File: src/rtl/pll_seq_pkg.sv
// rtl/pll_seq_pkg.sv - shared types, register constants and table helper for the PLL speed sequencer
package pll_seq_pkg;

    typedef enum logic [2:0] {
        S_IDLE,
        S_WR_MODE,
        S_WR_FRAC,
        S_WR_START,
        S_GAP,
        S_HOLDOFF,
        S_WAIT_LOCK,
        S_DONE
    } seq_state_t;

    localparam logic [5:0]  REG_MODE     = 6'd0;
    localparam logic [5:0]  REG_START    = 6'd2;
    localparam logic [31:0] MODE_WAITREQ = 32'd0;
    localparam int          TO_W         = 21;

    // Table is passed zero-extended to the 16-entry maximum so one helper serves every NUM_MODES.
    function automatic logic [31:0] table_entry(input logic [511:0] tbl, input logic [3:0] idx);
        logic [511:0] w_sh;
        w_sh = tbl >> {idx, 5'd0};
        return w_sh[31:0];
    endfunction

    function automatic seq_state_t next_after_write(input seq_state_t s);
        case (s)
            S_WR_MODE: return S_WR_FRAC;
            S_WR_FRAC: return S_WR_START;
            default:   return S_HOLDOFF;
        endcase
    endfunction

endpackage

File: src/rtl/mode_sync_filter.sv
// rtl/mode_sync_filter.sv - synchronises mode_sel and only offers a candidate once it has been stable and in range
module mode_sync_filter #(
    parameter int NUM_MODES     = 2,
    parameter int MODE_W        = 1,
    parameter int RESET_MODE    = 0,
    parameter int STABLE_CYCLES = 2
) (
    input  logic              clk_sys,
    input  logic              reset,
    input  logic [MODE_W-1:0] mode_sel,
    output logic [MODE_W-1:0] candidate,
    output logic              candidate_valid
);

    localparam int                CW      = $clog2(STABLE_CYCLES + 2);
    localparam logic [MODE_W-1:0] RST_VAL = MODE_W'(RESET_MODE);
    localparam logic [CW-1:0]     CNT_MAX = '1;
    localparam logic [CW-1:0]     CNT_REQ = CW'(STABLE_CYCLES);

    logic [MODE_W-1:0] r_meta;
    logic [MODE_W-1:0] r_sync;
    logic [MODE_W-1:0] r_last;
    logic [CW-1:0]     r_cnt;

    always_ff @(posedge clk_sys) begin
        if (reset) begin
            r_meta <= RST_VAL;
            r_sync <= RST_VAL;
            r_last <= RST_VAL;
            r_cnt  <= '0;
        end else begin
            r_meta <= mode_sel;
            r_sync <= r_meta;
            // A change restarts the run at one sample; an unchanged value counts up to saturation.
            if (r_sync != r_last) begin
                r_last <= r_sync;
                r_cnt  <= CW'(1);
            end else if (r_cnt != CNT_MAX) begin
                r_cnt <= r_cnt + CW'(1);
            end
        end
    end

    assign candidate       = r_last;
    assign candidate_valid = (r_cnt >= CNT_REQ) && (32'(r_last) < 32'(NUM_MODES));

endmodule

File: src/rtl/pll_speed_sequencer.sv
// rtl/pll_speed_sequencer.sv - writes a selected speed preset into the fractional PLL reconfig port and waits for lock
module pll_speed_sequencer #(
    parameter int                      NUM_MODES     = 2,
    parameter int                      MODE_W        = 1,
    parameter logic [NUM_MODES*32-1:0] FRAC_TABLE    = {32'd3262113561, 32'd3639383488},
    parameter int                      FRAC_ADDR     = 7,
    parameter int                      RESET_MODE    = 0,
    parameter int                      STABLE_CYCLES = 2,
    parameter int                      GAP_CYCLES    = 3,
    parameter int                      LOCK_HOLDOFF  = 16,
    parameter int                      LOCK_TIMEOUT  = 1048576
) (
    input  logic              clk_sys,
    input  logic              reset,
    input  logic [MODE_W-1:0] mode_sel,
    input  logic              pll_locked,
    input  logic              mgmt_waitrequest,
    output logic              mgmt_write,
    output logic [5:0]        mgmt_address,
    output logic [31:0]       mgmt_writedata,
    output logic              busy,
    output logic [MODE_W-1:0] active_mode,
    output logic              reconfig_done,
    output logic              lock_error
);

    import pll_seq_pkg::*;

    localparam logic [511:0]      TBL_EXT  = 512'(FRAC_TABLE);
    localparam logic [5:0]        FRAC_REG = 6'(FRAC_ADDR);
    localparam logic [MODE_W-1:0] RST_VAL  = MODE_W'(RESET_MODE);

    seq_state_t        r_state;
    seq_state_t        w_next;
    seq_state_t        r_gap_ret;
    logic [MODE_W-1:0] r_target;
    logic [MODE_W-1:0] r_seq_mode;
    logic [MODE_W-1:0] r_active;
    logic              r_pending;
    logic              r_lk_meta;
    logic              r_lk_sync;
    logic [15:0]       r_ph_cnt;
    logic [TO_W-1:0]   r_to_cnt;
    logic              r_lock_err;

    logic [MODE_W-1:0] w_cand;
    logic              w_cand_valid;
    logic              w_accept;
    logic [TO_W-1:0]   w_to_next;
    logic              w_to_hit;
    logic              w_gap_last;
    logic              w_hold_last;
    logic              w_start;
    logic              w_drop;
    logic              w_timeout;
    logic              w_lock_ok;

    mode_sync_filter #(
        .NUM_MODES     (NUM_MODES),
        .MODE_W        (MODE_W),
        .RESET_MODE    (RESET_MODE),
        .STABLE_CYCLES (STABLE_CYCLES)
    ) u_filter (
        .clk_sys         (clk_sys),
        .reset           (reset),
        .mode_sel        (mode_sel),
        .candidate       (w_cand),
        .candidate_valid (w_cand_valid)
    );

    assign w_accept    = mgmt_write && !mgmt_waitrequest;
    assign w_to_next   = (r_to_cnt == '1) ? r_to_cnt : r_to_cnt + TO_W'(1);
    assign w_to_hit    = 32'(w_to_next) >= 32'(LOCK_TIMEOUT);
    assign w_gap_last  = (32'(r_ph_cnt) + 32'd1) >= 32'(GAP_CYCLES);
    assign w_hold_last = (32'(r_ph_cnt) + 32'd1) >= 32'(LOCK_HOLDOFF);

    always_comb begin
        w_next         = r_state;
        mgmt_write     = 1'b0;
        mgmt_address   = REG_MODE;
        mgmt_writedata = MODE_WAITREQ;
        w_start        = 1'b0;
        w_drop         = 1'b0;
        w_timeout      = 1'b0;
        w_lock_ok      = 1'b0;
        case (r_state)
            S_IDLE: begin
                if (r_pending) begin
                    if (r_target != r_active) begin
                        w_start = 1'b1;
                        w_next  = S_WR_MODE;
                    end else begin
                        w_drop = 1'b1;
                    end
                end
            end
            S_WR_MODE, S_WR_FRAC, S_WR_START: begin
                mgmt_write = 1'b1;
                if (r_state == S_WR_FRAC) begin
                    mgmt_address   = FRAC_REG;
                    mgmt_writedata = table_entry(TBL_EXT, 4'(r_seq_mode));
                end else if (r_state == S_WR_START) begin
                    mgmt_address = REG_START;
                end
                if (!mgmt_waitrequest) begin
                    w_next = (GAP_CYCLES == 0) ? next_after_write(r_state) : S_GAP;
                end
            end
            S_GAP: begin
                if (w_gap_last) w_next = r_gap_ret;
            end
            S_HOLDOFF: begin
                if (w_to_hit) begin
                    w_timeout = 1'b1;
                    w_next    = S_DONE;
                end else if (w_hold_last) begin
                    w_next = S_WAIT_LOCK;
                end
            end
            S_WAIT_LOCK: begin
                // Lock seen in the same cycle as the timeout still counts as a good sequence.
                if (r_lk_sync) begin
                    w_lock_ok = 1'b1;
                    w_next    = S_DONE;
                end else if (w_to_hit) begin
                    w_timeout = 1'b1;
                    w_next    = S_DONE;
                end
            end
            S_DONE:  w_next = S_IDLE;
            default: w_next = S_IDLE;
        endcase
    end

    always_ff @(posedge clk_sys) begin
        if (reset) begin
            r_state    <= S_IDLE;
            r_gap_ret  <= S_WR_FRAC;
            r_target   <= RST_VAL;
            r_seq_mode <= RST_VAL;
            r_active   <= RST_VAL;
            r_pending  <= 1'b0;
            r_lk_meta  <= 1'b0;
            r_lk_sync  <= 1'b0;
            r_ph_cnt   <= '0;
            r_to_cnt   <= '0;
            r_lock_err <= 1'b0;
        end else begin
            r_state   <= w_next;
            r_lk_meta <= pll_locked;
            r_lk_sync <= r_lk_meta;

            if (w_next != r_state) begin
                r_ph_cnt <= '0;
            end else if (r_ph_cnt != 16'hFFFF) begin
                r_ph_cnt <= r_ph_cnt + 16'd1;
            end

            if (w_accept) r_gap_ret <= next_after_write(r_state);

            // Timeout window opens on the cycle the start write is taken.
            if (w_accept && r_state == S_WR_START) begin
                r_to_cnt <= TO_W'(1);
            end else begin
                r_to_cnt <= w_to_next;
            end

            if (w_start) r_seq_mode <= r_target;

            if (w_start || w_drop) r_pending <= 1'b0;
            if (w_cand_valid && w_cand != r_target) begin
                r_target  <= w_cand;
                r_pending <= 1'b1;
            end

            if (w_timeout || w_lock_ok) r_active <= r_seq_mode;

            if (w_timeout) begin
                r_lock_err <= 1'b1;
            end else if (w_lock_ok) begin
                r_lock_err <= 1'b0;
            end
        end
    end

    assign busy          = (r_state != S_IDLE);
    assign reconfig_done = (r_state == S_DONE);
    assign active_mode   = r_active;
    assign lock_error    = r_lock_err;

endmodule

File: config.mk
export PLATFORM = sky130hd
export DESIGN_NAME = pll_speed_sequencer
export DESIGN_NICKNAME = d
export VERILOG_FILES = /design/src/rtl/pll_seq_pkg.sv /design/src/rtl/mode_sync_filter.sv /design/src/rtl/pll_speed_sequencer.sv
export SDC_FILE = /design/constraint.sdc
export NUM_CORES = 1
export LEC_CHECK = 0
export ABC_CLOCK_PERIOD_IN_PS = 3630
export CORE_UTILIZATION = 40
export DETAILED_ROUTE_END_ITERATION = 12
export GPL_TIMING_DRIVEN = 0
export PLACE_DENSITY = 0.6
export SYNTH_ARGS = -nofsm -noshare
export SYNTH_HDL_FRONTEND = slang
export SYNTH_HIERARCHICAL = 1
export SYNTH_SLANG_ARGS = --single-unit
File: constraint.sdc
create_clock -name clk_sys -period 3.63 [get_ports clk_sys]
set_clock_uncertainty 0.2 [all_clocks]
set_input_delay 0.726 -clock clk_sys [delete_from_list [all_inputs] [get_ports clk_sys]]
set_output_delay 0.726 -clock clk_sys [all_outputs]
set_load 0.03 [all_outputs]
# After elaboration in Yosys (flattened, before gate mapping)
# Cells that the tools add are included.
dict set report word_totals {
  register_bits 55
  out_inout_bits 43
}
dict set report op_classes {
  n_addsub 4
  magnitude_cmp 4
  n_eq_ne 14
  shift 1
  muxes 35
  n_reduce_logical 15
}
# cell count
set op_table {}
lappend op_table {{32-bit 2-to-1 mux} 2}
lappend op_table {{64-bit by 6-bit >> shifter with 32-bit output, first input constant} 1}
lappend op_table {{32-bit by 2-bit >= comparator with 1-bit output, second input constant} 1}
lappend op_table {{3-bit 2-to-1 mux} 10}
lappend op_table {{21-bit by 1-bit adder with 21-bit output, second input constant} 1}
lappend op_table {{21-bit equality test, second input constant} 1}
lappend op_table {{21-bit >= comparator, second input constant} 1}
lappend op_table {{21-bit 2-to-1 mux} 1}
lappend op_table {{1-bit 2-to-1 mux} 18}
lappend op_table {{3-bit case mux with 6 select lines} 1}
lappend op_table {{16-bit by 1-bit adder with 17-bit output, second input constant} 1}
lappend op_table {{17-bit by 5-bit >= comparator with 1-bit output, second input constant} 1}
lappend op_table {{16-bit by 1-bit adder with 16-bit output, second input constant} 1}
lappend op_table {{16-bit != test, second input constant} 1}
lappend op_table {{3-bit equality test, second input constant} 4}
lappend op_table {{3-bit by 2-bit equality test with 1-bit output, second input constant} 2}
lappend op_table {{3-bit case mux with 2 select lines} 1}
lappend op_table {{2-bit nonzero test} 3}
lappend op_table {{2-bit OR reduction} 3}
lappend op_table {{3-bit by 1-bit equality test with 1-bit output, second input constant} 1}
lappend op_table {{1-bit logical AND} 3}
lappend op_table {{3-bit logical NOT} 1}
lappend op_table {{1-bit != test} 3}
lappend op_table {{3-bit != test} 1}
lappend op_table {{other kinds (9)} 10}

# Logic depth before layout (Yosys ltp)
dict set report logic_depth {
  depth_word 8
  ltp_mapped 10
  mapped_depth_nobuf 8
}

# By module
# The synthesis kept the hierarchy.
# module n_inst cells_per_inst area_each_um2 seq_area_each_um2
set by_module_without_submodules {}
lappend by_module_without_submodules {pll_speed_sequencer 1 349 3030.4 1001.0}
lappend by_module_without_submodules {mode_sync_filter 1 18 220.2 100.1}

# Worst setup path before layout
# No wires, ideal clock.
dict set report synth_path {
  kind {flip-flop to output port}
  start {reg r_state[2]}
  end {out mgmt_writedata[13]}
  t_arrival_ns 2.730
  required_time_ns 2.704
  setup_slack_ns -0.026
  path_stages_with_launch 6
  n_path_buf 3
  cell_sequence {dfxtp_1 -> clkbuf_1 -> buf_1 -> nor3_1 -> and2_1 -> buf_4}
}
dict set report synth_between {
  elab_chain_len 3
  word_cells_on_any_way 6
  classes_between {eq/ne (3); mux (2); reduce/logical (1)}
}
# element line
set synth_rtl {}
lappend synth_rtl {{start: declaration} pll_speed_sequencer.sv:33} ;# seq_state_t r_state;
lappend synth_rtl {{start signal: assignment} pll_speed_sequencer.sv:149} ;# r_state <= w_next;
lappend synth_rtl {{3-bit by 2-bit equality test with 1-bit output (tied with other cells)} {pll_speed_sequencer.sv:86, pll_speed_sequencer.sv:99}}
lappend synth_rtl {{3-bit OR reduction or 32-bit 2-to-1 mux (tied branches)} {pll_speed_sequencer.sv:86, pll_speed_sequencer.sv:99}}
lappend synth_rtl {{32-bit 2-to-1 mux *} pll_speed_sequencer.sv:86} ;# case (r_state)
lappend synth_rtl {{end: declaration} pll_speed_sequencer.sv:20} ;# output logic [31:0] mgmt_writedata,
# Every way passes the cells marked *; elsewhere a longest branch is shown, timed or not.

# Worst setup path after layout
dict set report layout_path {
  start {reg r_state[2]}
  end {out mgmt_writedata[28]}
}
# The elaborated chain is that of the path after synthesis.

==> results.md <==
- The complex-gate fraction of the synthesized area is 12.28%.
- Counting I/O delays and the setup requirement, the final critical path takes 3.373 ns.
- The worst hold path terminates at u_filter/r_sync.
- Of the post-synthesis cell area, the dominant cell type holds 33.87%.
- Leaving out fill and tap cells, the most frequent cells in the layout are sky130_fd_sc_hd__dfxtp_1 (55), sky130_fd_sc_hd__nor2_1 (45), sky130_fd_sc_hd__buf_4 (37).
- The mean cell area of the mapped netlist is 8.857 um^2.
- The internal portion of the total power is 0.8041 mW.
- The cell with the largest stage delay on the worst path is sky130_fd_sc_hd__clkdlybuf4s50_1.
- The cell depth of the worst flop-to-flop path is 9.
- The largest area contributor in the synthesized netlist is sky130_fd_sc_hd__dfxtp_1.
- The total area of multi-input combinational cells is 0.001822 mm^2.
- The aggregate global routing overflow is 0.
- The number of port buffers is 36.
- After synthesis, the largest family of logic cells by area is simple AND/OR/NAND/NOR gates.
- The number of global-route vias before repair is 2222.
- Setup repair after global routing left no endpoint under its margin.
- In this run the worst path has a maximum fanout of 10.
- Counting the fill cells in the layout gives 762.
- After synthesis the cells add up to 0.003251 mm^2.
- The post-synthesis instance total is 367.
- Counting the buffers created by CTS gives 5.
- Data on the critical path is required at its endpoint by 2.70 ns.
- The start point of the worst min-delay path is u_filter/r_meta.
- Cells fill 49.84% of the core in the end.
- The commonest non-fill, non-tap cell in the layout is sky130_fd_sc_hd__dfxtp_1.
- The final wirelength is 6.028 mm.
- The number of distinct library cell variants in the gate-level netlist after synthesis is 64.
- The final count of hold timing violations came to 0.
- 48 I/O pins were placed.
- The class of the most critical setup path is reg2out.
- At the pin with the least slew margin, the transition time is 0.6471 ns.
- The adder and majority cell fraction of the synthesized area is 1.925%.
- The number of antenna violations at the first check in global routing is 0.
- The number of sinks handled by clock tree synthesis is 55.
- For this design the ratio of total power to cell area is 277.5 mW/mm^2.
- The proportion of synthesized flip-flops having asynchronous set or reset is 0%.
- The data arrival time of the worst path is 2.45 ns.
- The remaining routing DRC violations is 0.
- The antenna diode count is 0.
- The setup slack of the worst register-to-register path is 0.59 ns.
- Traced cell by cell, the critical path runs through clkbuf_1 -> buf_1 -> nor4_2 -> buf_4 -> clkdlybuf4s50_1.
- Synthesis inferred 55 register bits.
- The worst IR drop on VDD is 162.6 uV.
- Per report_power, the sequential group accounts for 58.4% of the total.
- The cell leakage power is 1.562 nW.
- The worst min-delay path class is reg2reg.
- The biggest cell delay along the critical path is 0.67 ns.
- The average routed wire per standard cell is 11.50 um.
- The cell family contributing the most delay on the critical path is buffers and inverters.
- The sum of negative setup slack is 0 ns.
- In the global route stage, overall resource usage came out at 14.75%.
- Across all layers, the routed design uses 2536 vias.
- The number of setup violations in the final report is 0.
- The worst path uses 92.91% of the clock period.
- The portion of total power attributed to the clock network is 31.6%.
- In this run the remaining antenna-violating nets after routing total 0.
- The part of the Yosys area used for sequential elements is 33.87%.
- After Yosys synthesis, and, or, nand and nor cells account for 28.25% of the synthesized area.
- The CTS root buffer is sky130_fd_sc_hd__clkbuf_8.
- The number of maximum-capacitance constraint violations is 0.
- In this run the critical register-to-register path is captured at r_ph_cnt[8].
- Headroom to the max-slew limit came out at 56.86%.
- The power share of the combinational group is 9.9%.
- The buffer depth of the longest clock path is 2.
- On the final layout, the worst hold slack is 0.2470 ns.
- The run finished with clean final reports.
- The first global-routing pass estimated 10.30 mm of wire.
- In the routed layout, each cell is associated on average with a via count of 4.840.
- The area enclosed by the die boundary is 0.008491 mm^2.
- The worst setup path is captured at an output port.
- The H-tree was split into 2 levels.
- The sequential cells in the finished layout cover a total of 0.001101 mm^2.
- The final count of pins violating max slew was 0.
- Derived from the worst setup path, the maximum achievable clock frequency is 0.2965 GHz.
- The floorplan step set the die height to 92.15 um.
- The count of buffer and inverter cells on the critical path is 4.
- The initial core utilization is 41.63%.
- Counting flops with a built-in enable in the synthesized netlist gives 0.
- Of the cells placed in the final design, the portion with a size suffix greater than 1 is 22.04%.
- The launch instance of the worst register-to-register path is r_ph_cnt[1].
- The site row count is 32.
- Clock-pin slew was measured on the worst setup and hold paths at 0.10 ns.
- The HPWL after detailed placement is 4.431 mm.
- The type of origin of the critical path is a register.
- The number of design-rule violations left by the first detailed-router iteration is 66.
- The signed area change from the synthesized netlist to the final layout is 19.71%.
- Sorting the synthesized cells by area gives the leading types as sky130_fd_sc_hd__dfxtp_1 (34%), sky130_fd_sc_hd__buf_4 (8.3%), sky130_fd_sc_hd__xor2_1 (6.5%).
- Routability-driven placement finished with a final weighted congestion of 0.8044.
- The core area is 0.007807 mm^2.
- The insertion delay to the later sink of the worst-skew pair is 0.31 ns.
- For this design the total switching power over the nets is 0.2758 mW.
- The net total in the final layout is 431.
- Of the total synthesized cell area, the portion taken by XOR and XNOR cells is 10.20%.
- The CTS tree is yes.
- Measured against the total synthesized area, the mux share comes to 1.540%.
- The number of iterations in the first detailed-routing pass is 4.
- The Yosys step of the flow raised 6 warnings.
- The width of the chip is 92.15 um.
- The maximum number of pins on one net before global-route repair is 18.
- Among all flip-flop cells after synthesis, the most frequent one is sky130_fd_sc_hd__dfxtp_1.
- In this run switching power makes up 25.54% of total power.
- The hold path depth is 1.
worst reg2reg max path, cell delays in order, from the launching register on:
cell,delay [ns]
sky130_fd_sc_hd__dfxtp_1,0.48
sky130_fd_sc_hd__ha_1,0.31
sky130_fd_sc_hd__nand4_2,0.25
sky130_fd_sc_hd__nor2_1,0.37
sky130_fd_sc_hd__mux2i_1,0.26
sky130_fd_sc_hd__o21ai_2,0.12
sky130_fd_sc_hd__and3_4,0.21
sky130_fd_sc_hd__o311ai_4,0.42
sky130_fd_sc_hd__buf_6,0.24
sky130_fd_sc_hd__a21oi_2,0.04
power groups by stage:
stage	sequential [mW]	combinational [mW]	clock (mW)
after floorplan	0.642	0.0886	0
after CTS	0.631	0.108	0.356
after detailed placement	0.645	0.107	0
after global routing	0.634	0.117	0.377
final	0.631	0.107	0.342
after global placement	0.645	0.105	0
cells by family after synthesis:
group                    after synthesis
AND/OR/NAND/NOR                      152
buffers and inverters                 62
flip-flops                            55
AO/OA/AOI/OAI                         50
XOR/XNOR                              37
adder cells (fa/ha/maj)                5
multiplexers                           5
other                                  1
area by class of cell:
cell class / instances / area share [%]
inverters: 8 / 0.7717
plain buffers: 54 / 9.100
multi-input cells: 260 / 46.82
repair buffers: 37 / 9.453
well taps: 102 / 3.280
clock inverters: 2 / 0.4180
flip-flops and latches: 55 / 28.30
clock buffers: 6 / 1.865
layer usage:
metal  track usage, %  wire [um]
met5                0          0
met4            3.906         59
met3            3.234        317
met2            24.19       2636
met1            19.50       3014
synthesized netlist by cell type (all sizes together) (4+ instances only):
cell type	instances
and3	9
a31oi	10
nand2b	4
nor2b	9
mux2i	5
xor2	25
o21ai	8
xnor2	12
clkbuf	11
nor2	50
ha	5
nand3	16
nand4	13
nor4	7
nor3	11
and4	4
buf	43
a21oi	15
inv	8
dfxtp	55
nand2	19
state kept, by name, summed over array words and instances, names as in the netlist, 2 cells and up:
register / flops
r_to_cnt: 21
r_ph_cnt: 16
r_gap_ret: 3
r_state: 3
u_filter/r_cnt: 2
what timing repair did:
item	in CTS	in global routing
endpoints found under the setup margin	12	9
resized for setup	3	0
setup buffers	0	1
hold buffers	0	0
pin swaps	1	1
through the flow:
step                      cell area, um^2  power [mW]  setup WS (ns)  instances
after floorplan                      3293      0.7308         0.3716        377
after global placement               3781      0.7500         0.1816        515
after detailed placement             3781      0.7525         0.1435        515
after CTS                            3884       1.095        0.08197        523
after global routing                 3891       1.128        0.05597        524
final                                3891       1.080         0.2575        524
how the worst max path moves through the flow:
stage	startpoint	to	cells past startpoint
final	r_state[2]	mgmt_writedata[28]	5
after global routing	r_state[2]	mgmt_writedata[28]	5
after CTS	r_state[2]	mgmt_writedata[25]	6
after detailed placement	r_state[2]	mgmt_writedata[25]	6
after global placement	r_state[2]	mgmt_writedata[9]	6
after floorplan	r_state[2]	mgmt_writedata[12]	4
Note: power is estimated with default switching activity, not from simulation.
